[src/rtl/ines_loader.sv]
// iNES ROM loader: captures the 16-byte header from the download stream and
// packs the following file bytes into 16-bit words written out through a small FIFO.
module ines_loader #(
    parameter logic [7:0] MATCH_INDEX = 8'h00,
    parameter int         FIFO_DEPTH  = 4
) (
    input  logic        clk_sys,
    input  logic        reset_n,
    input  logic        ioctl_download,
    input  logic [7:0]  ioctl_index,
    input  logic        ioctl_wr,
    input  logic [24:0] ioctl_addr,
    input  logic [7:0]  ioctl_dout,
    output logic        mem_req,
    output logic [21:0] mem_addr,
    output logic [15:0] mem_din,
    input  logic        mem_ack,
    output logic [7:0]  mapper,
    output logic [7:0]  prg_size,
    output logic [7:0]  chr_size,
    output logic        mirroring,
    output logic        battery,
    output logic        hdr_valid,
    output logic        busy,
    output logic        done,
    output logic        overflow
);

    localparam int PW = $clog2(FIFO_DEPTH);

    typedef enum logic [2:0] {
        IDLE,
        HEADER,
        DATA,
        FLUSH,
        DONE
    } state_t;

    state_t       state_reg, state_next;
    logic         dl_reg;
    logic         dl_rise, dl_fall, idx_match, wr_ok, start, hdr_we, data_we;
    logic [22:0]  off;

    logic [7:0]   hdr_reg [16];
    logic         hdr_valid_reg;
    logic         overflow_reg;

    logic         pend_reg;
    logic [7:0]   low_reg;
    logic [21:0]  paddr_reg;

    logic         push, pop, push_ok, fifo_empty, fifo_full;
    logic [37:0]  push_entry;
    logic [PW:0]  wr_ptr_reg, rd_ptr_reg;
    logic [37:0]  fifo_mem [FIFO_DEPTH];

    logic         mem_req_reg;
    logic [21:0]  mem_addr_reg;
    logic [15:0]  mem_din_reg;

    assign idx_match = (ioctl_index == MATCH_INDEX);
    assign dl_rise   = ioctl_download & ~dl_reg;
    assign dl_fall   = ~ioctl_download & dl_reg;
    assign wr_ok     = ioctl_wr & idx_match;
    assign start     = ((state_reg == IDLE) || (state_reg == DONE)) && dl_rise && idx_match;
    assign hdr_we    = wr_ok && (state_reg == HEADER) && (ioctl_addr < 25'd16);
    assign data_we   = wr_ok && (state_reg == DATA);
    // Only the low 23 bits of the data offset feed the word address and parity.
    assign off       = ioctl_addr[22:0] - 23'd16;

    // dl_reg resets high so a download still active across reset is not seen as a new start.
    always_ff @(posedge clk_sys or negedge reset_n) begin
        if (!reset_n) begin
            dl_reg    <= 1'b1;
            state_reg <= IDLE;
        end else begin
            dl_reg    <= ioctl_download;
            state_reg <= state_next;
        end
    end

    always_comb begin
        state_next = state_reg;
        case (state_reg)
            IDLE, DONE: begin
                if (start) state_next = HEADER;
            end
            HEADER: begin
                if (dl_fall)
                    state_next = FLUSH;
                else if (wr_ok && (ioctl_addr == 25'd15))
                    state_next = DATA;
            end
            DATA: begin
                if (dl_fall) state_next = FLUSH;
            end
            FLUSH: begin
                if (fifo_empty && !mem_req_reg && !pend_reg) state_next = DONE;
            end
            default: state_next = IDLE;
        endcase
    end

    always_ff @(posedge clk_sys or negedge reset_n) begin
        if (!reset_n) begin
            for (int i = 0; i < 16; i++) hdr_reg[i] <= 8'h00;
            hdr_valid_reg <= 1'b0;
        end else if (start) begin
            for (int i = 0; i < 16; i++) hdr_reg[i] <= 8'h00;
            hdr_valid_reg <= 1'b0;
        end else if (hdr_we) begin
            for (int i = 0; i < 16; i++) begin
                if (ioctl_addr[3:0] == 4'(i)) hdr_reg[i] <= ioctl_dout;
            end
            if (ioctl_addr[3:0] == 4'd3)
                hdr_valid_reg <= (hdr_reg[0] == 8'h4E) && (hdr_reg[1] == 8'h45) &&
                                 (hdr_reg[2] == 8'h53) && (ioctl_dout == 8'h1A);
        end
    end

    // Byte pairing: even offsets wait for their odd partner; FLUSH drains a lone low byte.
    always_comb begin
        push       = 1'b0;
        push_entry = '0;
        if (data_we && off[0]) begin
            push       = 1'b1;
            push_entry = {off[22:1], ioctl_dout, (pend_reg ? low_reg : 8'h00)};
        end else if ((state_reg == FLUSH) && pend_reg) begin
            push       = 1'b1;
            push_entry = {paddr_reg, 8'h00, low_reg};
        end
    end

    always_ff @(posedge clk_sys or negedge reset_n) begin
        if (!reset_n) begin
            pend_reg  <= 1'b0;
            low_reg   <= 8'h00;
            paddr_reg <= '0;
        end else if (start) begin
            pend_reg  <= 1'b0;
        end else if (data_we) begin
            if (!off[0]) begin
                pend_reg  <= 1'b1;
                low_reg   <= ioctl_dout;
                paddr_reg <= off[22:1];
            end else begin
                pend_reg  <= 1'b0;
            end
        end else if ((state_reg == FLUSH) && pend_reg) begin
            pend_reg <= 1'b0;
        end
    end

    assign fifo_empty = (wr_ptr_reg == rd_ptr_reg);
    assign fifo_full  = ((wr_ptr_reg - rd_ptr_reg) == (PW + 1)'(FIFO_DEPTH));
    assign pop        = !mem_req_reg && !fifo_empty;
    assign push_ok    = push && (!fifo_full || pop);

    always_ff @(posedge clk_sys) begin
        if (push_ok) fifo_mem[wr_ptr_reg[PW-1:0]] <= push_entry;
    end

    always_ff @(posedge clk_sys or negedge reset_n) begin
        if (!reset_n) begin
            wr_ptr_reg   <= '0;
            rd_ptr_reg   <= '0;
            overflow_reg <= 1'b0;
        end else begin
            if (push_ok) wr_ptr_reg <= wr_ptr_reg + 1'b1;
            if (pop)     rd_ptr_reg <= rd_ptr_reg + 1'b1;
            if (start)
                overflow_reg <= 1'b0;
            else if (push && !push_ok)
                overflow_reg <= 1'b1;
        end
    end

    // One request in flight: the head is popped into the output register only while idle.
    always_ff @(posedge clk_sys or negedge reset_n) begin
        if (!reset_n) begin
            mem_req_reg  <= 1'b0;
            mem_addr_reg <= '0;
            mem_din_reg  <= '0;
        end else if (pop) begin
            mem_req_reg                 <= 1'b1;
            {mem_addr_reg, mem_din_reg} <= fifo_mem[rd_ptr_reg[PW-1:0]];
        end else if (mem_req_reg && mem_ack) begin
            mem_req_reg <= 1'b0;
        end
    end

    assign mem_req   = mem_req_reg;
    assign mem_addr  = mem_addr_reg;
    assign mem_din   = mem_din_reg;
    assign mapper    = {hdr_reg[7][7:4], hdr_reg[6][7:4]};
    assign prg_size  = hdr_reg[4];
    assign chr_size  = hdr_reg[5];
    assign mirroring = hdr_reg[6][0];
    assign battery   = hdr_reg[6][1];
    assign hdr_valid = hdr_valid_reg;
    assign overflow  = overflow_reg;
    assign busy      = (state_reg == HEADER) || (state_reg == DATA) || (state_reg == FLUSH);
    assign done      = (state_reg == DONE);

endmodule
[config.mk]
export PLATFORM = sky130hd
export DESIGN_NAME = ines_loader
export DESIGN_NICKNAME = d
export VERILOG_FILES = /design/src/rtl/ines_loader.sv
export SDC_FILE = /design/constraint.sdc
export NUM_CORES = 1
export LEC_CHECK = 0
export CAP_MARGIN = 30
export CORE_UTILIZATION = 40
export DETAILED_ROUTE_END_ITERATION = 10
export DONT_BUFFER_PORTS = 1
export PLACE_DENSITY = 0.61
export SYNTH_ARGS = -nofsm -noshare
export SYNTH_HDL_FRONTEND = slang
export SYNTH_SLANG_ARGS = --single-unit
[constraint.sdc]
create_clock -name clk_sys -period 5.4 [get_ports clk_sys]
set_clock_uncertainty 0.15 [all_clocks]
set_input_delay 0.54 -clock clk_sys [delete_from_list [all_inputs] [get_ports clk_sys]]
set_output_delay 0.54 -clock clk_sys [all_outputs]
set_load 0.02 [all_outputs]
Yosys cells after proc, flatten, opt, wreduce, memory -nomap -nowiden
Memories as Yosys holds them, arrays and structs flattened. A register that Yosys moved wholly into a read port is not among the register bits.
Cells that the tools add are included.

operators by class
  $add $sub $neg = 4
  $lt $le $gt $ge = 1
  eq/ne operators = 30
  multiplexer cells = 42
  bitwise gates (word level) = 7
  reduce and logical (&&, ||, !) cells = 53

operators by type and width
  operator                                             count
  2-to-1 mux 128 bit                                   2
  2-to-1 mux 8 bit                                     17
  2-to-1 mux 38 bit                                    2
  == test 4 bit, second input constant                 8
  == test 25 x 4 -> 1 bit, second input constant       1
  < comparator 25 x 5 -> 1 bit, second input constant  1
  == test 8 x 7 -> 1 bit, second input constant        3
  subtractor 23 x 5 -> 23 bit, second input constant   1
  nonzero test 2 bit                                   11
  logical AND 1 bit                                    17
  == test 4 x 3 -> 1 bit, second input constant        4
  AND reduction 2 bit                                  8
  2-to-1 mux 1 bit                                     15
  2-to-1 mux 3 bit                                     5
  one-hot mux 3 bit (4 select lines)                   1
  == test 4 x 2 -> 1 bit, second input constant        2
  == test 8 x 5 -> 1 bit, second input constant        1
  zero test 8 bit                                      1
  adder 3 x 1 -> 3 bit, second input constant          2
  == test 3 x 2 -> 1 bit, second input constant        2
  == test 3 bit, second input constant                 2
  zero test 1 bit                                      6
  inequality test 2 bit, second input constant         3
  == test 4 x 1 -> 1 bit, second input constant        1
  13 further kinds                                     21

word-level totals
  register bits after elaboration = 100
  memory bits (writable) = 152
  bits of input ports = 46
  output and inout port bits = 69
  logic and storage cells = 155
  memories kept = 1

memories
  memory    words  width  read ports  clocked after memory_dff  wr ports  RTL line  source
  fifo_mem  4      38     1           1                         1         55        logic [37:0] fifo_mem [FIFO_DEPTH];

Logic depth before layout (Yosys ltp)
Gate-level depths: netlist of run 1.

  word-level depth = 10
  gate-level depth with buffers = 10
  depth with buffers taken out = 7

Worst setup path after synthesis of run 1
OpenSTA, ideal clock, no wires.

  path kind = flip-flop to flip-flop
  from = register rd_ptr_reg[1]
  to = memory fifo_mem[3][0] (enable)
  library setup time = 0.401 ns
  arrival = 2.937 ns
  data required time = 4.849 ns
  setup slack = 1.913 ns
  stages on the path, launching flop included = 9
  buffers on the path = 2
  clock period less this slack = 3.487 ns
  cell sequence = dfrtp_1 -> clkbuf_1 -> clkbuf_1 -> inv_1 -> ha_1 -> nand2b_1 -> and3_1 -> o21bai_1 -> and3_1

on the way
  cells in the longest elaborated chain, start to end = 7
  elaborated cells on any way between the ends = 10
  those cells by class = add/sub (1); eq/ne (2); mux (2); reduce/logical (5)

ends and longest elaborated chain
  element                                               RTL line  source
  start: declaration                                    54        logic [PW:0] wr_ptr_reg, rd_ptr_reg;
  start signal: assignment                              170       if (pop) rd_ptr_reg <= rd_ptr_reg + 1'b1;
  subtractor 3 bit or == test 3 bit (tied branches)     155, 154
  == test 3 bit or zero test 1 bit (tied branches)      155, 156
  zero test 1 bit or logical AND 1 bit (tied branches)  157, 156
  logical OR 1 bit (*)                                  157       assign push_ok = push && (!fifo_full || pop);
  logical AND 1 bit (*)                                 157
  2-to-1 mux 1 bit (*)                                  160       if (push_ok) fifo_mem[wr_ptr_reg[PW-1:0]] <= push_entry;
  2-to-1 mux 1 bit (implied by the code) (*)            160
  end: declaration                                      55

Every way passes the cells marked *; elsewhere a longest branch is shown, timed or not.

Worst setup path after layout of run 1
  from = register state_reg[1]
  to = memory fifo_mem[2][35] (enable)

on the way
  cells in the longest elaborated chain, start to end = 7
  elaborated cells on any way between the ends = 10
  those cells by class = eq/ne (2); mux (4); reduce/logical (4)

ends and longest elaborated chain
  element                                                RTL line  source
  start: declaration                                     39        state_t state_reg, state_next;
  start signal: assignment                               78        state_reg <= state_next;
  == test 3 x 2 -> 1 bit (on tied branches)              128, 67
  logical AND 1 bit (on tied branches)                   128, 67
  2-to-1 mux 1 bit or logical AND 1 bit (tied branches)  128, 125
  2-to-1 mux 1 bit (*)                                   125       if (data_we && off[0]) begin
  logical AND 1 bit (*)                                  157
  2-to-1 mux 1 bit (*)                                   160
  2-to-1 mux 1 bit (implied by the code) (*)             160

Marks and branches as above.

==> flow_summary_export.csv, run 1 <==
group,metric,value,unit
sta,finalHoldViolCount,0,
power_and_ir_drop,power.leakage,5.46,nW
setup_path,start_kind,"flop",
setup_path,worstPathCellList,"nor4bb_1 -> and4_1 -> or2_2 -> and3_1 -> buf_12",
route,vias_per_cell,5.25,
grt,grt_pass1_vias,6534,
clocking,ctsResizeCount,0,
setup_path,critPathKind,"reg -> reg",
grt,grt_usage,0.168,
cells_and_area,nFillCells,2593,
yosys,synth_top_area_cell,"edfxtp_1",
setup_path,cp_data_arrival_time,3.46,ns
yosys,ys.flop_type,"edfxtp_1",
floorplanning,dieArea,0.0310,mm²
setup_path,path_max_fanout,23,
yosys,avgSynthCellArea,15.2,µm²
sta,rsz0062_at_grt,"no",
yosys,synth_edf_count,152,
route,wl_per_cell,21.0,µm
route,drtIter0Drc,464,
sta,slew_viol_final,0,
route,drt_wl_total,25300,µm
cells_and_area,largest_reg_flops,152,
route,dr.pass1.iters,4,
floorplanning,design.core.area,0.0297,mm²
route,drc,0,
floorplanning,io_pins,115,
clocking,clk_latency,0.56,ns
cells_and_area,final_cell_mix,"152 x edfxtp_1, 130 x dfrtp_1, 52 x nand2_1, 50 x mux2_2, 50 x mux2i_1",
placed_design,place_congestion,0.756,
sta,max_freq,297,MHz
yosys,syn_nets,851,
flow_run,cap_violations,0,
cells_and_area,diodes,0,
cells_and_area,drive_gt1_frac,0.230,
grt,gr-total-overflow,0,
floorplanning,die_x,176,µm
power_and_ir_drop,peakVddDrop,0.000228,V
power_and_ir_drop,power_density,395,mW/mm²
outcome,status,"completed",
sta,final.period_utilization,0.623,
clocking,htreeDepth,1,
floorplanning,start_util,0.407,
yosys,ys_seq_area_frac,0.650,
cells_and_area,fin_nets,846,
placed_design,dpl.hpwl,15800,µm
sta,timing.slew.headroom,0.387,
clocking,clk_pin_slew,0.07,ns
clocking,root_buffer,"clkbuf_16",
clocking,cts_tree,"done",
grt,grt_pass1_wl,39600,µm
setup_path,slowest_delay,0.78,ns
grt,grt_max_degree,133,
setup_path,cp_slowest_cell,"and3_1",
setup_path,crit_buf_inv,1,
route,vias,6316,
placed_design,port_buffers,0,
yosys,yosysWarningCount,0,
cells_and_area,final_common_cell,"edfxtp_1",
setup_path,critPathRequiredTime,5.49,ns
yosys,netlist.area_leader.share,0.377,
route,ant_nets,0,
sta,setup_viol,0,
sta,period_minus_slack,3.36,ns
floorplanning,rows,63,
yosys,yosys-top-cells-area,"edfxtp_1 38%, dfrtp_1 27%, mux4_2 7.1%",
cells_and_area,syn_to_final_growth,11.3,%
floorplanning,die_h,176,µm
yosys,syn_inst,796,
placed_design,dpl_cell_area,0.0124,mm²
yosys,synthArstFlopShare,0.465,
clocking,cts_sinks,284,
grt,antenna_found_initial,0,
sta,timing.setup.tns,0,ns
setup_path,crit_family,"simple AND/OR/NAND/NOR gates",
yosys,ys_seq_elements,284,
clocking,cts_buffer_depth,3,
cells_and_area,final_cell_area,0.0135,mm²
clocking,cts_buffers,29,
yosys,ys_types,55,
yosys,syn-cell-area,0.0121,mm²
sta,max_slew.worst_pin.slew,0.916,ns
worst_hold_path,hp-class,"in -> reg",
setup_path,setup.worst_path.end_class,"flop",
-- metal layers --
metal	wire (µm)	up-vias	GRT usage	part of all wire
met5	0	-	0	0
met4	461	0	0.0391	0.018
met2	12200	125	0.273	0.48
met1	11200	3227	0.231	0.44
met3	1390	35	0.0342	0.055
li1	-	2929	-	-
-- report_power, final --
part | internal, W | switching (W) | total (W)
registers | 0.00243 | 0.000299 | 0.00272
clock network | 0.00114 | 0.000816 | 0.00196
logic | 0.000332 | 0.000315 | 0.000646
total | 0.00390 | 0.00143 | 0.00533
-- worst reg2reg max path, cell delays in order, from the launching register on --
cell,delay (ns)
dfrtp_1,0.51
nor4bb_1,0.51
and4_1,0.56
or2_2,0.25
and3_1,0.78
buf_12,0.28
-- path summary, 6_finish.rpt --
check,from,endpoint,slack (ns),cells past startpoint
worst max-delay path,state_reg[1],fifo_mem[2][35],2.04,5
worst min-delay path,ioctl_dout[1],battery,0.02,2
worst max register to register,state_reg[1],fifo_mem[2][35],2.04,5
worst min register to register,paddr_reg[10],paddr_reg[10],0.33,2
max in group asynchronous,reset_n,rd_ptr_reg[0],4.04,2
min in group asynchronous,reset_n,mem_din[12],0.45,2
-- synthesized netlist by cell type (9+ instances only) --
cell type / count
and2_1: 19
buf_2: 12
buf_4: 24
clkbuf_1: 24
dfrtp_1: 131
edfxtp_1: 152
ha_1: 9
mux2_2: 50
mux2i_1: 50
mux4_2: 38
nand2_1: 52
nor2_1: 42
nor2_2: 24
nor3_1: 11
o21ai_0: 41
xnor2_1: 15
-- logic make-up after synthesis --
kind of cell / count (synthesis) / share of synthesized area
xor gates and xnor gates: 22 / 0.0159
DFF: 284 / 0.650
buffers and inverters: 68 / 0.0298
AOI/OAI and AO/OA: 54 / 0.0243
muxes: 138 / 0.159
and+or+nand+nor: 221 / 0.112
adders and majority gates: 9 / 0.00930
-- what timing repair did --
action	CTS	global route
hold endpoints to repair	195	0
setup buffers	0	0
hold buffers	16	0
-- through the flow --
step                       util  setup slack (ns)  hold slack (ns)  total power [W]  std cells
after floorplan               -              1.91           0.0944          0.00325        796
after global routing      0.453              1.77          0.00996          0.00556       1204
final                     0.453              2.04           0.0168          0.00533       1204
after global placement    0.415              2.03            0.102          0.00339       1133
after CTS                 0.453              1.96         0.000480          0.00541       1204
after detailed placement  0.416              1.86            0.101          0.00340       1134
-- area by class of cell --
class	count	area, µm²	share of cell area
Tap cell	390	488	0.0362
Clock inverter	20	178	0.0132
Timing Repair Buffer	26	278	0.0206
Clock buffer	34	754	0.0560
Multi-Input combinational cell	444	3880	0.288
Inverter	6	22.5	0.00167
Sequential cell	284	7870	0.584
(Power assumes the default switching activity.)
==> inputs of run 2 (changes only) <==
Clock period 5.4 ns to 3.15 ns, I/O delays scaled along.
==> flow_summary_export.csv, run 2 (synthesis gave the netlist of run 1 again) <==
group,metric,value,unit
clocking,cts_sinks,284,
cells_and_area,largest_reg_flops,152,
placed_design,dp_slack,0.483,ns
cells_and_area,finalNonFillerCells,1234,
clocking,cts_buffers,29,
cells_and_area,final_cell_area,0.0138,mm²
cells_and_area,multi_input_area,0.00389,mm²
setup_path,critPathKind,"reg -> reg",
route,vias_per_cell,5.21,
setup_path,reg2reg_slack,0.69,ns
setup_path,rr_startpoint,"wr_ptr_reg[0]",
setup_path,crit_buf_inv,2,
sta,timing.setup.tns,0,ns
setup_path,cp_data_arrival_time,2.53,ns
grt,grt_pass1_wl,40100,µm
setup_path,start_kind,"flop",
clocking,clk_pin_slew,0.07,ns
grt,grt_usage,0.169,
sta,timing.hold.ws,-0.662,ns
route,vias,6424,
floorplanning,io_pins,115,
cells_and_area,diodes,0,
route,dr.pass1.iters,4,
sta,setup_viol,0,
sta,slew_viol_final,0,
route,drtIter0Drc,390,
grt,grt_pass1_vias,6658,
cells_and_area,nFillCells,2566,
placed_design,port_buffers,0,
sta,period_minus_slack,2.46,ns
route,ant_nets,0,
floorplanning,design.core.area,0.0297,mm²
clocking,root_buffer,"clkbuf_16",
floorplanning,start_util,0.407,
setup_path,critPathRequiredTime,3.21,ns
clocking,cts_tree,"done",
placed_design,place_congestion,0.734,
placed_design,dpl_cell_area,0.0124,mm²
clocking,htreeDepth,1,
placed_design,dp_cells,1142,
setup_path,setup.worst_path.end_class,"flop",
grt,antenna_found_initial,0,
worst_hold_path,hp-class,"in -> async",
floorplanning,rows,63,
grt,gr-total-overflow,0,
sta,max_slew.worst_pin.slew,0.815,ns
route,wl_per_cell,20.6,µm
sta,fin_ws,0.688,ns
sta,max_freq,406,MHz
cells_and_area,drive_gt1_frac,0.238,
floorplanning,dieArea,0.0310,mm²
cells_and_area,post-route-util,0.464,
power_and_ir_drop,peakVddDrop,0.000381,V
route,drt_wl_total,25400,µm
setup_path,cp_slowest_cell,"dfrtp_1",
sta,final.period_utilization,0.782,
placed_design,dpl.hpwl,15300,µm
setup_path,path_max_fanout,35,
power_and_ir_drop,power_density,668,mW/mm²
route,drc,0,
setup_path,slowest_delay,0.40,ns
outcome,violations,"negative hold slack",
floorplanning,die_x,176,µm
clocking,cts_hold_buf,39,
cells_and_area,seq_area,0.00787,mm²
setup_path,r2r_cells,7,
cells_and_area,syn_to_final_growth,13.9,%
setup_path,worstPathCellList,"inv_1 -> ha_1 -> nand2b_1 -> and3_1 -> o21bai_1 -> and3_2 -> buf_12",
setup_path,rr_endpoint,"fifo_mem[3][6]",
cells_and_area,fin_nets,877,
setup_path,crit_family,"simple AND/OR/NAND/NOR gates",
grt,grt_max_degree,133,
cells_and_area,final_cell_mix,"152 x edfxtp_1, 130 x dfrtp_1, 52 x nand2_1, 50 x mux2_2, 50 x mux2i_1",
clocking,clk_latency,0.53,ns
clocking,cts_buffer_depth,3,
outcome,status,"complete, but fails checks",
sta,timing.slew.headroom,0.457,
cells_and_area,final_common_cell,"edfxtp_1",
setup_path,cp_num_cells,7,
power_and_ir_drop,power.leakage,5.59,nW
sta,rsz0062_at_grt,"no",
sta,finalHoldViolCount,132,
floorplanning,die_h,176,µm
flow_run,cap_violations,0,
## run 2: cell types whose count changed in the layout (fill, tap and decap cells not counted), sizes merged
cell and change:
clkbuf +7, buf +7, inv +1, dlygate4sd3 +24, clkinv -12, clkinvlp +3
## run 2: power breakdown
group	internal, W	switching (W)	leakage (nW)
combinational	0.000591	0.000545	1.77
sequential	0.00416	0.000488	3.36
clock	0.00204	0.00139	0.461
## run 2: repair_timing
item,in CTS,in global routing
buffers inserted,0,0
hold endpoints to repair,265,132
gates resized for setup,0,0
## run 2: per-stage QoR
step | total power [W] | hold slack [ns]
floorplan | 0.00557 | -0.131
global placement | 0.00581 | -0.124
detailed placement | 0.00584 | -0.124
CTS | 0.00936 | -0.689
global route | 0.00961 | -0.693
finish | 0.00921 | -0.662
## run 2: worst register-to-register path, stage by stage (launching register included)
cell and delay [ns]:
dfrtp_1 0.40, inv_1 0.15, ha_1 0.18, nand2b_1 0.07, and3_1 0.18, o21bai_1 0.36
and3_2 0.37, buf_12 0.27
## run 2: layer usage
layer | up-vias | part of all wire | global-route usage | routed length, µm
li1 | 2987 | - | - | -
met1 | 3286 | 0.44 | 0.232 | 11200
met2 | 125 | 0.49 | 0.279 | 12400
met3 | 26 | 0.057 | 0.0342 | 1440
met4 | 0 | 0.013 | 0.0366 | 333
met5 | - | 0 | 0 | 0
## run 2: final cells by class
| class | count | share of cell area |
|---|---|---|
| Inverter | 6 | 0.00163 |
| Sequential cell | 284 | 0.571 |
| Timing Repair Buffer | 57 | 0.0408 |
| Clock inverter | 12 | 0.0108 |
| Multi-Input combinational cell | 444 | 0.282 |
| Clock buffer | 41 | 0.0588 |
| Tap cell | 390 | 0.0354 |
## run 2: worst max-delay path by stage
stage                              start         endpoint  slack (ns)
after floorplan            rd_ptr_reg[1]   fifo_mem[3][0]        0.08
after global routing       wr_ptr_reg[0]  fifo_mem[3][22]        0.51
after CTS                  wr_ptr_reg[0]  fifo_mem[3][22]        0.67
final                      wr_ptr_reg[0]   fifo_mem[3][6]        0.69
after detailed placement  ioctl_index[1]  fifo_mem[0][37]        0.48
after global placement    ioctl_index[1]  fifo_mem[0][37]        0.56
==> inputs of run 3 (changes only) <==
Clock period 3.15 ns to 2.4 ns, I/O delays scaled along.
==> flow_summary_export.csv, run 3 (synthesis gave the netlist of run 1 again) <==
group,metric,value,unit
power_and_ir_drop,power_density,870,mW/mm²
clocking,cts_sinks,284,
route,drtIter0Drc,313,
setup_path,path_max_fanout,43,
placed_design,place_congestion,0.806,
setup_path,setup.worst_path.end_class,"flop",
sta,max_slew.worst_pin.slew,0.680,ns
route,vias_per_cell,5.25,
grt,grt_pass1_vias,6906,
cells_and_area,diodes,0,
setup_path,rr_endpoint,"paddr_reg[20]",
clocking,cts_buffer_depth,3,
sta,timing.hold.ws,-0.754,ns
setup_path,rr_startpoint,"state_reg[2]",
setup_path,cp_data_arrival_time,2.55,ns
floorplanning,die_x,176,µm
setup_path,start_kind,"flop",
route,wl_per_cell,20.3,µm
worst_hold_path,hp-class,"in -> async",
sta,period_minus_slack,2.28,ns
clocking,post_cts_buffers,0,
route,dr.pass1.iters,5,
setup_path,critPathKind,"reg -> reg",
sta,max_freq,438,MHz
clocking,cts_tree,"done",
cells_and_area,final_common_cell,"edfxtp_1",
sta,setup_viol,0,
cells_and_area,seq_area,0.00787,mm²
sta,finalHoldViolCount,132,
cells_and_area,drive_gt1_frac,0.260,
sta,final.period_utilization,0.950,
setup_path,critPathRequiredTime,2.67,ns
setup_path,r2r_cells,7,
clocking,clk_latency,0.54,ns
outcome,violations,"negative hold slack",
sta,timing.setup.tns,0,ns
grt,antenna_found_initial,0,
placed_design,dpl.hpwl,15900,µm
route,ant_nets,0,
grt,grt_max_degree,133,
cells_and_area,nFillCells,2531,
grt,grt_pass1_wl,40100,µm
clocking,cts_buffers,29,
cells_and_area,largest_reg_flops,152,
setup_path,reg2reg_slack,0.12,ns
floorplanning,design.core.area,0.0297,mm²
clocking,htreeDepth,1,
route,drc,0,
cells_and_area,final_cell_mix,"152 x edfxtp_1, 130 x dfrtp_1, 52 x nand2_1, 50 x mux2_2, 50 x mux2i_1",
floorplanning,rows,63,
cells_and_area,multi_input_area,0.00393,mm²
flow_run,cap_violations,0,
floorplanning,die_h,176,µm
placed_design,dp_cells,1164,
sta,slew_viol_final,0,
grt,grt_usage,0.169,
cells_and_area,syn_to_final_growth,16.7,%
outcome,status,"complete, but fails checks",
power_and_ir_drop,peakVddDrop,0.000504,V
clocking,root_buffer,"clkbuf_16",
power_and_ir_drop,power.leakage,5.83,nW
cells_and_area,finalNonFillerCells,1262,
cells_and_area,fin_nets,904,
grt,gr-total-overflow,0,
floorplanning,io_pins,115,
route,drt_wl_total,25600,µm
floorplanning,start_util,0.407,
clocking,clk_pin_slew,0.06,ns
floorplanning,dieArea,0.0310,mm²
sta,timing.slew.headroom,0.542,
placed_design,port_buffers,0,
clocking,cts_hold_buf,44,
route,vias,6631,
==> run 3: changes by cell type in the layout (fill, tap and decap cells not counted), sizes merged <==
cell	before	now
buf	18	40
dlygate4sd3	39	44
clkbuf	41	43
clkinv	4	5
clkinvlp	3	2
inv	8	7
==> run 3: power by group <==
group          switching [W]  internal (W)
Sequential          0.000659       0.00546
Clock                0.00179       0.00276
Combinational       0.000747      0.000864
==> run 3: how the worst max path moves through the flow <==
| stage | from | cells past startpoint | to |
|---|---|---|---|
| floorplan | rd_ptr_reg[1] | 8 | fifo_mem[3][0] |
| global placement | ioctl_addr[14] | 6 | fifo_mem[0][36] |
| detailed placement | ioctl_addr[14] | 6 | fifo_mem[0][36] |
| CTS | state_reg[2] | 7 | paddr_reg[18] |
| global route | state_reg[2] | 7 | paddr_reg[18] |
| finish | state_reg[2] | 7 | paddr_reg[20] |
==> run 3: repair_timing <==
item / 4_1_cts / 5_1_grt
endpoints found under the setup margin: 0 / 164
gates resized for setup: 0 / 6
hold endpoints to repair: 270 / 132
==> run 3: critical path: stages, from the launching register on <==
cell,delay (ns)
dfrtp_1,0.48
nor3b_2,0.26
buf_4,0.15
nand4b_2,0.09
buf_4,0.29
nand2_1,0.11
o21ai_0,0.07
dlygate4sd3_1,0.56
==> run 3: final cells by class <==
| type | instances | area share |
|---|---|---|
| inverter | 6 | 0.00159 |
| multi-input combinational | 444 | 0.278 |
| timing repair buffer | 84 | 0.0586 |
| clock buffer | 43 | 0.0601 |
| sequential | 284 | 0.557 |
| clock inverter | 11 | 0.00957 |
| tap | 390 | 0.0345 |
==> run 3: through the flow <==
step / worst slack [ns] / hold WS (ns) / utilization / total power, W / instance area, µm²
4_1_cts: 0.0800 / -0.788 / 0.474 / 0.0125 / 14100
3_5_place_dp: 0.0202 / -0.203 / 0.427 / 0.00778 / 12700
2_1_floorplan: 0.000317 / -0.206 / - / 0.00738 / 12100
6_report: 0.119 / -0.754 / 0.475 / 0.0123 / 14100
5_1_grt: -0.00348 / -0.794 / 0.475 / 0.0128 / 14100
3_3_place_gp: 0.0972 / -0.202 / 0.427 / 0.00776 / 12700
==> run 3: metal layers <==
layer	GRT usage	vias to the layer above	wire length, µm
li1	-	3046	-
met5	0	-	0
met2	0.269	179	11800
met3	0.0321	26	1530
met4	0.0322	0	297
met1	0.241	3380	12000
==> RTL edit 1 (flow settings as in run 3) <==
Change the parameter `FIFO_DEPTH` from 4 to 2.
--- a/src/rtl/ines_loader.sv
+++ b/src/rtl/ines_loader.sv
@@ -2,7 +2,7 @@
 // packs the following file bytes into 16-bit words written out through a small FIFO.
 module ines_loader #(
     parameter logic [7:0] MATCH_INDEX = 8'h00,
-    parameter int         FIFO_DEPTH  = 4
+    parameter int         FIFO_DEPTH  = 2
 ) (
     input  logic        clk_sys,
     input  logic        reset_n,
Check against the original RTL: same outputs for any inputs over 4 cycles, from zero or initial values and one cycle with reset_n low; that may be too few to reach the edited logic, so the function may still have changed.
==> RTL edit 1 against run 3 <==
- sequential share of layout area shrank 2.1 points
- clock power down 28%
- sequential cell count is 78 lower
- critical path depth stayed put
- worst setup slack got worse by 0.11 ns
- die area down 26%
- non-clock buffer count decreased by 22
- hold slack better by 0.057 ns
- the run still ends with hold timing left
- largest cell class unchanged
- utilization fell by 0.38 points
- sequential power shrank 21%
- final area fell by 27%
- area after synthesis shrank 26%
- wire length shrank 25%
- power fell by 19%
==> RTL edit 1: results (changes against run 3) <==
\begin{tabular}{lr}
\hline
Metric & Value \\
\hline
\multicolumn{2}{l}{\textbf{Clocking}} \\
Clk Latency, worst-skew pair & 0.49 ns (-0.05 ns) \\
\multicolumn{2}{l}{\textbf{Placed design}} \\
Placed insts & 970 (-17\%) \\
\multicolumn{2}{l}{\textbf{Global routing}} \\
Vias in the first global route & 5530 (-20\%) \\
Met1 Usage GRT & 22.6\% (-1.5 points) \\
Wire length of the first global-routing pass & 30000 microns (-25\%) \\
\multicolumn{2}{l}{\textbf{Critical path}} \\
Termination of the worst setup path & paddr\_reg[18]\$\_DFFE\_PN0P\_ \\
Capture instance of the worst register-to-register path & chr\_size[7]\$\_DFFE\_PN0P\_ \\
Endpoint arrival time on the critical path & 2.60 ns (+0.05 ns) \\
CP max stage delay & 0.62 ns (+0.06 ns) \\
Reg-to-reg setup timing slack & 0.10 ns (-0.02 ns) \\
Worst setup path startpoint & ioctl\_addr[8] \\
\multicolumn{2}{l}{\textbf{Power}} \\
Switching power share of the total & 31.5\% (+5.4 points) \\
Max VDD drop & 0.641 mV (+27\%) \\
Leakage power of the design & 4.66 nW (-20\%) \\
\multicolumn{2}{l}{\textbf{Drt}} \\
DRC marker count from the first detailed-route iteration & 441 (+41\%) \\
Post-DR wirelength/cell & 18.2 microns (-10\%) \\
Met3 wirelength from detailed routing & 1670 microns (+8.9\%) \\
\multicolumn{2}{l}{\textbf{Layout}} \\
Repair and plain buffers & 62 (-26\%) \\
Fraction of standard cell area that is sequential & 53.6\% (-2.1 points) \\
Clock-cell share & 6.81\% (-0.15 points) \\
Number of fill cells in the layout & 1973 (-22\%) \\
Multi-input combinational gate total & 460 (+3.6\%) \\
Clock buf count & 29 (-33\%) \\
\multicolumn{2}{l}{\textbf{Yosys}} \\
Count of distinct cell types in the synthesized netlist & 50 (-9.1\%) \\
Flip-flop cell with the highest count after synthesis & sky130\_fd\_sc\_hd\_\_dfrtp\_1 \\
Async S/R FF share, synth & 63.1\% (+17 points) \\
\multicolumn{2}{l}{\textbf{Timing}} \\
Final Worst Setup Slack & 0.0132 ns (-0.106 ns) \\
Hold slack & -0.697 ns (+0.0574 ns) \\
Actual transition at the worst max-transition pin & 0.712 ns (+0.0327 ns) \\
Number of hold violations in the final report & 130 (-1.5\%) \\
\multicolumn{2}{l}{\textbf{Run status}} \\
Violations in the final reports & hold timing \\
Result of the run & finished with violations \\
\multicolumn{2}{l}{\textbf{Floorplan}} \\
Standard-cell row count & 54 (-14\%) \\
\hline
\end{tabular}
[RTL edit 1: changes by cell type after synthesis, sizes merged, moves of 35 or more]
cell    before  now
edfxtp     152   76
mux2        50   11
mux2i       50   90
a21oi        5   41
nor2        66  101
mux4        38    0
[RTL edit 1: kinds of logic (layout without fill, tap and decap cells)]
family	Yosys count	count (layout)	synth area share [%]
AOI/OAI and AO/OA	91	91	5.37
and+or+nand+nor	245	245	15.1
xor gates and xnor gates	21	21	2.05
buffers and inverters	70	106	4.11
DFF	206	206	61.7
adders and majority gates	2	2	0.279
muxes	101	101	11.4
[RTL edit 1: power groups by stage]
stage                     combinational (mW)  clock (mW)  sequential, mW
after global placement                  1.69           0            4.92
after detailed placement                1.73           0            4.94
after global routing                    2.06        3.50            4.93
final                                   1.81        3.27            4.86
after CTS                               1.83        3.34            4.88
after floorplan                         1.45           0            4.80
[RTL edit 1: what timing repair did]
action,4_1_cts,5_1_grt
hold endpoints to repair,243,130
endpoints found under the setup margin,0,12
gates resized for setup,0,4
buffers inserted,0,3
==> RTL edit 2 (config.mk and constraints of run 3) <==
Without the edit above. Encoding of `state_t`: now Gray code (3 bits for 5 states).
--- a/src/rtl/ines_loader.sv
+++ b/src/rtl/ines_loader.sv
@@ -29,11 +29,11 @@
     localparam int PW = $clog2(FIFO_DEPTH);
 
     typedef enum logic [2:0] {
-        IDLE,
-        HEADER,
-        DATA,
-        FLUSH,
-        DONE
+        IDLE   = 3'b000,
+        HEADER = 3'b001,
+        DATA   = 3'b011,
+        FLUSH  = 3'b010,
+        DONE   = 3'b110
     } state_t;
 
     state_t       state_reg, state_next;
Formal check against the unedited RTL: same outputs for any inputs over 4 cycles, from zero or initial values and one cycle with reset_n low; so few cycles prove little.
==> RTL edit 2 against run 3 <==
- the flow still finishes with violations (hold timing)
- sequential cell count is the same
- hold slack worse by 0.0050 ns
- worst setup slack worse by 0.045 ns
- first-iteration DRC count increased by 43%
- non-clock buffer count grew 33
- via count up 1.6%
- final area up 1.6%
- wire length rose by 0.80%
- power grew 3.1%
- area after synthesis shrank 1.2%
- critical endpoint is now fifo_mem[0][31]$_DFFE_PP_
- largest power group unchanged
- highest routed layer unchanged
==> RTL edit 2: results (changes against run 3) <==
\begin{tabular}{lr}
\hline
Metric & Value \\
\hline
\multicolumn{2}{l}{\textbf{Run status}} \\
Result of the run & finished with violations \\
Violations in the final reports & hold timing \\
\multicolumn{2}{l}{\textbf{Timing}} \\
Number of hold violations in the final report & 132 (unchanged) \\
Hold slack & -0.759 ns (-0.00505 ns) \\
\multicolumn{2}{l}{\textbf{Layout}} \\
Share of layout cells above drive strength 1 & 23.7\% (-2.3 points) \\
\multicolumn{2}{l}{\textbf{Yosys}} \\
Synth cell count leaders & 152 x sky130\_fd\_sc\_hd\_\_edfxtp\_1, 131 x sky130\_fd\_sc\_hd\_\_dfrtp\_1, 79 x sky130\_fd\_sc\_hd\_\_nand2\_1, 66 x sky130\_fd\_sc\_hd\_\_nor2\_1, 50 x sky130\_fd\_sc\_hd\_\_mux2i\_1 \\
Total nets after synthesis & 865 (+1.6\%) \\
Sequential fraction of the synthesis area & 65.8\% (+0.78 points) \\
Count of distinct cell types in the synthesized netlist & 52 (-5.5\%) \\
\multicolumn{2}{l}{\textbf{Critical path}} \\
Capture instance of the worst register-to-register path & low\_reg[2]\$\_DFFE\_PN0P\_ \\
Crit Reg-Reg Startpoint & state\_reg[0]\$\_DFFE\_PN0P\_ \\
Reg-to-reg setup timing slack & 0.24 ns (+0.12 ns) \\
Worst setup path startpoint & ioctl\_index[2] \\
Termination of the worst setup path & fifo\_mem[0][31]\$\_DFFE\_PP\_ \\
Critical-path maximum fanout & 21 (-51\%) \\
\multicolumn{2}{l}{\textbf{Placed design}} \\
Routability Congestion & 0.780 (-3.1\%) \\
Area after detailed placement & 12800 sq um (+0.64\%) \\
Post-detail-place hpwl & 16600 microns (+4.2\%) \\
\multicolumn{2}{l}{\textbf{Power}} \\
Switching power total & 3.47 mW (+8.5\%) \\
Leakage power of the design & 5.67 nW (-2.8\%) \\
Max VDD drop & 0.572 mV (+14\%) \\
\multicolumn{2}{l}{\textbf{Global routing}} \\
Vias in the first global route & 7231 (+4.7\%) \\
Wire length of the first global-routing pass & 41900 microns (+4.5\%) \\
Total GRT Usage & 17.6\% (+0.72 points) \\
\multicolumn{2}{l}{\textbf{Drt}} \\
DRC marker count from the first detailed-route iteration & 447 (+43\%) \\
Number of iterations in the first detailed-routing pass & 4 (-1) \\
Via count normalized by instance count & 5.17 (-1.6\%) \\
WL final & 25800 microns (+0.80\%) \\
\multicolumn{2}{l}{\textbf{Clocking}} \\
CTS Hold Bufs & 59 (+34\%) \\
\hline
\end{tabular}
## RTL edit 2: routing by layer
layer,part of all wire (%),wire (microns),vias up
met5,0,0,-
met4,1.3,333,0
met3,5.7,1470,28
met2,47,12200,141
met1,46,11800,3453
li1,-,-,3114
## RTL edit 2: through the flow
step                      TNS, ns  utilization, %  setup slack, ns  instances
after floorplan            -25.64               -           -0.485        810
after global placement      -3.07            43.8          -0.0401       1189
after detailed placement    -4.72            43.8          -0.0557       1189
after CTS                       0            49.3           0.0148       1302
after global routing            0            49.3          0.00926       1302
final                           0            49.3           0.0737       1303
## RTL edit 2: cells by family (layout without fill, tap and decap cells)
kind of cell | Yosys count | count (layout) | synth area share [%]
DFF | 284 | 284 | 65.8
and+or+nand+nor | 242 | 242 | 11.1
muxes | 127 | 127 | 15.0
buffers and inverters | 71 | 179 | 3.07
AOI/OAI and AO/OA | 54 | 54 | 2.42
xor gates and xnor gates | 23 | 23 | 1.68
adders and majority gates | 9 | 9 | 0.942
other | 0 | 1 | 0
## RTL edit 2: layout make-up
| type | instances | area (sq um) | area share (%) |
|---|---|---|---|
| Multi-Input combinational cell | 455 | 3800 | 26.5 |
| Antenna cell | 1 | 2.50 | 0.0174 |
| Sequential cell | 284 | 7870 | 54.8 |
| Inverter | 8 | 30.0 | 0.209 |
| Clock inverter | 18 | 229 | 1.60 |
| Tap cell | 384 | 480 | 3.35 |
| Clock buffer | 36 | 752 | 5.24 |
| Timing Repair Buffer | 117 | 1190 | 8.28 |
## RTL edit 2: power groups by stage
stage               Clock (mW)  Sequential [mW]  Combinational (mW)
CTS                       4.72             6.12                2.00
global route              4.90             6.16                2.13
finish                    4.61             6.10                1.94
floorplan                    0             6.13                1.46
detailed placement           0             6.22                1.89
global placement             0             6.22                1.86
## RTL edit 2: timing repair
action / 4_1_cts / 5_1_grt
endpoints found under the setup margin: 0 / 105
hold endpoints to repair: 287 / 132
resized for setup: 0 / 4
## RTL edit 2: critical path, cell delays in order
cell and delay (ns):
sky130_fd_sc_hd__dlygate4sd3_1 0.55, sky130_fd_sc_hd__or4_4 0.49, sky130_fd_sc_hd__or4_1 0.53, sky130_fd_sc_hd__buf_4 0.22
sky130_fd_sc_hd__o21ai_0 0.42
